==> config.mk <==
export PLATFORM = sky130hd
export DESIGN_NAME = imm_gen_pipe
export DESIGN_NICKNAME = d
export VERILOG_FILES = /design/src/rtl/imm_gen_pipe.sv
export SDC_FILE = /design/constraint.sdc
export NUM_CORES = 1
export LEC_CHECK = 0
export CAP_MARGIN = 20
export CORE_AREA = 3 3 98 53
export CTS_CLUSTER_DIAMETER = 100
export DETAILED_ROUTE_END_ITERATION = 10
export DIE_AREA = 0 0 101 56
export HOLD_SLACK_MARGIN = 0.06
export PLACE_DENSITY_LB_ADDON = 0.05
export SYNTH_ARGS = -nofsm -noshare
export SYNTH_HDL_FRONTEND = slang
export SYNTH_SLANG_ARGS = --single-unit
==> constraint.sdc <==
create_clock -name clk -period 1.4 [get_ports clk]
set_input_delay 0.14 -clock clk [delete_from_list [all_inputs] [get_ports clk]]
set_output_delay 0.14 -clock clk [all_outputs]
set_load 0.02 [all_outputs]
==> src/rtl/imm_gen_pipe.sv <==
// Pipelined RV immediate generator: six formats, XLEN 32/64, 1-2 register stages, valid/ready.
// Define IMM_AUTO_DECODE_EN to derive the format from the opcode instead of imm_src.
module imm_gen_pipe #(
  parameter int unsigned XLEN   = 32,
  parameter int unsigned STAGES = 1
) (
  input  logic            clk,
  input  logic            reset_n,
  input  logic            in_valid,
  output logic            in_ready,
  input  logic [31:0]     instr,
  input  logic [2:0]      imm_src,
  input  logic            flush,
  output logic            out_valid,
  input  logic            out_ready,
  output logic [XLEN-1:0] imm_out,
  output logic            imm_err
);

  typedef enum logic [2:0] {
    FmtI     = 3'b000,
    FmtS     = 3'b001,
    FmtB     = 3'b010,
    FmtU     = 3'b011,
    FmtJ     = 3'b100,
    FmtShamt = 3'b101,
    FmtRsvd0 = 3'b110,
    FmtRsvd1 = 3'b111
  } fmt_e;

  fmt_e fmt;

`ifdef IMM_AUTO_DECODE_EN
  logic unused_src;
  assign unused_src = ^imm_src;

  always_comb begin
    fmt = FmtRsvd0;
    case (instr[6:0])
      // funct3 001/101 are the shift-immediate encodings
      7'b0010011:             fmt = (instr[13:12] == 2'b01) ? FmtShamt : FmtI;
      7'b0000011, 7'b1100111: fmt = FmtI;
      7'b0100011:             fmt = FmtS;
      7'b1100011:             fmt = FmtB;
      7'b0110111, 7'b0010111: fmt = FmtU;
      7'b1101111:             fmt = FmtJ;
      default:                fmt = FmtRsvd0;
    endcase
  end
`else
  logic unused_opcode;
  assign unused_opcode = ^instr[6:0];
  assign fmt = fmt_e'(imm_src);
`endif

  logic [XLEN-1:0] ext_imm;
  logic            ext_err;

  always_comb begin
    ext_imm = '0;
    ext_err = 1'b0;
    case (fmt)
      FmtI:     ext_imm = XLEN'($signed(instr[31:20]));
      FmtS:     ext_imm = XLEN'($signed({instr[31:25], instr[11:7]}));
      FmtB:     ext_imm = XLEN'($signed({instr[31], instr[7], instr[30:25], instr[11:8], 1'b0}));
      FmtU:     ext_imm = XLEN'($signed({instr[31:12], 12'b0}));
      FmtJ:     ext_imm = XLEN'($signed({instr[31], instr[19:12], instr[20], instr[30:21], 1'b0}));
      FmtShamt: ext_imm = (XLEN == 64) ? XLEN'(instr[25:20]) : XLEN'(instr[24:20]);
      default:  ext_err = 1'b1;
    endcase
  end

  logic            s1_valid_q, s1_valid_d;
  logic [XLEN-1:0] s1_imm_q, s1_imm_d;
  logic            s1_err_q, s1_err_d;
  logic            s1_adv;
  logic            in_fire;

  assign in_ready = !s1_valid_q | s1_adv;
  assign in_fire  = in_valid & in_ready & !flush;

  always_comb begin
    s1_valid_d = s1_valid_q;
    s1_imm_d   = s1_imm_q;
    s1_err_d   = s1_err_q;
    if (flush) begin
      s1_valid_d = 1'b0;
    end else if (in_fire) begin
      s1_valid_d = 1'b1;
      s1_imm_d   = ext_imm;
      s1_err_d   = ext_err;
    end else if (s1_adv) begin
      s1_valid_d = 1'b0;
    end
  end

  always_ff @(posedge clk) begin
    if (!reset_n) begin
      s1_valid_q <= 1'b0;
      s1_imm_q   <= '0;
      s1_err_q   <= 1'b0;
    end else begin
      s1_valid_q <= s1_valid_d;
      s1_imm_q   <= s1_imm_d;
      s1_err_q   <= s1_err_d;
    end
  end

  if (STAGES == 2) begin : g_two
    logic            s2_valid_q, s2_valid_d;
    logic [XLEN-1:0] s2_imm_q, s2_imm_d;
    logic            s2_err_q, s2_err_d;
    logic            s2_adv;

    assign s2_adv = !s2_valid_q | out_ready;
    assign s1_adv = s2_adv;

    always_comb begin
      s2_valid_d = s2_valid_q;
      s2_imm_d   = s2_imm_q;
      s2_err_d   = s2_err_q;
      if (flush) begin
        s2_valid_d = 1'b0;
      end else if (s2_adv) begin
        s2_valid_d = s1_valid_q;
        if (s1_valid_q) begin
          s2_imm_d = s1_imm_q;
          s2_err_d = s1_err_q;
        end
      end
    end

    always_ff @(posedge clk) begin
      if (!reset_n) begin
        s2_valid_q <= 1'b0;
        s2_imm_q   <= '0;
        s2_err_q   <= 1'b0;
      end else begin
        s2_valid_q <= s2_valid_d;
        s2_imm_q   <= s2_imm_d;
        s2_err_q   <= s2_err_d;
      end
    end

    assign out_valid = s2_valid_q;
    assign imm_out   = s2_imm_q;
    assign imm_err   = s2_err_q;
  end else begin : g_one
    assign s1_adv    = out_ready;
    assign out_valid = s1_valid_q;
    assign imm_out   = s1_imm_q;
    assign imm_err   = s1_err_q;
  end

endmodule

==> out/qor.yml <==
outcome: "finished, final reports clean"
power_density_nw_per_um2: 873
place_congestion: 0.789
setup.worst_path.start_class: "register"
drcViolationCount: 0
peakVddDrop_uv: 392
antenna_cells: 0
stdcell_count: 326
syn_nets: 225
max_freq_mhz: 722
cts.sinks: 34
min_period_over_period: 0.989
synth_flop_cell: "dfxtp_1"
slowest_delay_ns: 0.61
first_pass_iters: 4
finalNetCount: 309
yosys-top-cells-area: "dfxtp_1, a21oi_1, a311oi_1"
synth_seq_cells: 34
fill_cells: 413
cts_hold_buffers: 0
yosysWarningCount: 0
cp_max_fo: 2
worstPathRequired_ns: 1.26
coreArea_um2: 4380
synth_commonest_cells: "dfxtp_1, a21oi_1, o21ai_0, a311oi_1, nand2_1"
timing.critical_path.to_type: "primary output"
synth_area_um2: 1600
initial_core_util: 0.366
slowest_stage: "clkdlybuf4s50_1"
layout-drive-gt1-share: 0.193
hold_path_depth: 4
min-delay-path-class: "primary input to register"
die_h_um: 56
final.min_clock_period_ns: 1.38
insertion_delay_ns: 0.28
hold_start: "imm_src[1]"
clk_pin_slew_ns: 0.07
fp.dieW_um: 101
post-synth-top-count-cell: "dfxtp_1"
grt_first_pass_wirelength_um: 8620
cts_setup_buffers: 0
avgSynthCellArea_um2: 8.67
die_area_um2: 5660
grt_pass1_vias: 1780
worst_pin_slew_ns: 0.306
rows: 17
detailed_place_hpwl_um: 3810
cts_max_path_buffers: 2
synth.largest_area_cell: "dfxtp_1"
cts_buffers: 5
worst_clock_skew_ns: 0.00518
vias_per_cell: 5.50
synth-edff-count: 0
grt_max_degree: 28
startpoint: "imm_out[30]$_SDFFE_PN0P_"
arrival_ns: 1.24
r2r_slack_ns: 0.04
slew_viol_final: 0
path_cells: "clkdlybuf4s50_1"
synth_seq_area_share: 0.424
area_delta_synth_final_pct: 66.7
worstRegToRegCells: 4
grt_remaining_overflow: 0
post_synth_num_cell_types: 29
wl_per_cell_um: 16.3
cp.depth: 1
ioPinCount: 75
crit_end: "imm_out[30]"
r2r-start: "out_valid$_SDFFE_PP0P_"
drv_cap: 0
synth_top_area_share: 0.424
wirelength_um: 5320
via_count: 1793
leakage_nw: 1.17
critPathKind: "register to primary output"
drt_iter0_drc: 46
crit_family: "buffers and inverters"
setup_viol: 0
maxSlewHeadroom: 0.796
r2r-end: "imm_out[8]$_SDFFE_PN0P_"
cp_num_buf_inv: 1
grtUsageTotal: 0.187
synthCells: 185
clockRootBuffer: "clkbuf_8"
tritoncts: "built"
power_mw: 2.33
dp_cells: 319
hold_ws_ns: 0.359
antenna_found_initial: 0
fin_setup_tns_ns: 0
synth-async-reset-ratio: 0
io_buffer_count: 67
hold_viol: 0
ant_nets: 0
fin_util: 0.610
cts_max_level: 2
## report_power, final
part           switching, mW  total (mW)  internal [mW]
Sequential            0.0301        1.05           1.02
Combinational          0.287       0.594          0.308
Clock                  0.351       0.685          0.334
Total                  0.668        2.33           1.67
## kinds of logic (layout without fill, tap and decap cells)
| kind of cell | after synthesis | after routing | synth area share |
|---|---|---|---|
| muxes | 1 | 1 | 0.00702 |
| DFF | 34 | 34 | 0.424 |
| and+or+nand+nor | 42 | 42 | 0.155 |
| buffers and inverters | 22 | 106 | 0.0686 |
| AOI/OAI and AO/OA | 85 | 85 | 0.338 |
| adders and majority gates | 1 | 1 | 0.00702 |
## layer usage
metal / GRT usage / wire length (µm)
met1: 0.261 / 2480
met2: 0.290 / 2400
met3: 0.0551 / 421
met4: 0.0303 / 19
met5: 0 / 0
## worst reg2reg max path: cells and delay by family, from the launching register on
kind	cells	cell delay, ns
flops	1	0.32
compound gates	1	0.13
simple gates	2	0.67
buf+inv	1	0.16
## cell type report
| class | instances | area, µm² | area share |
|---|---|---|---|
| inverters | 4 | 15.0 | 0.00562 |
| clock buffers | 5 | 68.8 | 0.0257 |
| well taps | 57 | 71.3 | 0.0267 |
| flip-flops and latches | 34 | 682 | 0.255 |
| clock inverters | 2 | 10.0 | 0.00374 |
| repair buffers | 95 | 956 | 0.358 |
| multi-input cells | 129 | 871 | 0.326 |
## cell usage in the layout, fill, tap and decap left out, types with 3 or more instances in the layout
| cell type | Yosys | layout |
|---|---|---|
| clkdlybuf4s50_1 | 0 | 49 |
| dfxtp_1 | 34 | 33 |
| a21oi_1 | 32 | 30 |
| buf_4 | 0 | 23 |
| o21ai_0 | 17 | 17 |
| dlymetal6s2s_1 | 0 | 16 |
| a311oi_1 | 16 | 14 |
| nand2_1 | 13 | 13 |
| a22oi_1 | 8 | 8 |
| a211oi_1 | 8 | 8 |
| nor2b_1 | 10 | 7 |
| or4b_1 | 6 | 5 |
| clkbuf_8 | 0 | 5 |
| inv_1 | 3 | 3 |
| nor2_1 | 3 | 3 |
| buf_6 | 2 | 3 |
## registers in the layout (all words and copies together), names as in the netlist
| name | count |
|---|---|
| imm_err | 1 |
| imm_out | 32 |
| out_valid | 1 |
## per-stage QoR
step                      area [µm²]  worst slack (ns)
after global routing            2670          -0.00268
after CTS                       2580          0.000310
after detailed placement        2490            -0.358
after floorplan                 1610            0.0461
after global placement          2490            -0.320
final                           2670            0.0153
## timing repair
| item | 4_1_cts | 5_1_grt |
|---|---|---|
| hold endpoints to repair | 0 | 0 |
| setup endpoints to repair | 32 | 44 |
| resized for setup | 5 | 30 |
| cloned | 0 | 0 |
| pin swaps | 0 | 4 |
## how the worst min path moves through the flow
| stage | to | slack [ns] |
|---|---|---|
| floorplan | out_valid$_SDFFE_PP0P_ | 0.21 |
| global placement | imm_out[9]$_SDFFE_PN0P_ | 0.46 |
| detailed placement | imm_err$_SDFFE_PN0P_ | 0.47 |
| CTS | imm_out[18]$_SDFFE_PN0P_ | 0.42 |
| global route | imm_err$_SDFFE_PN0P_ | 0.35 |
| finish | imm_err$_SDFFE_PN0P_ | 0.36 |
Power figures use the tool's default switching activity.
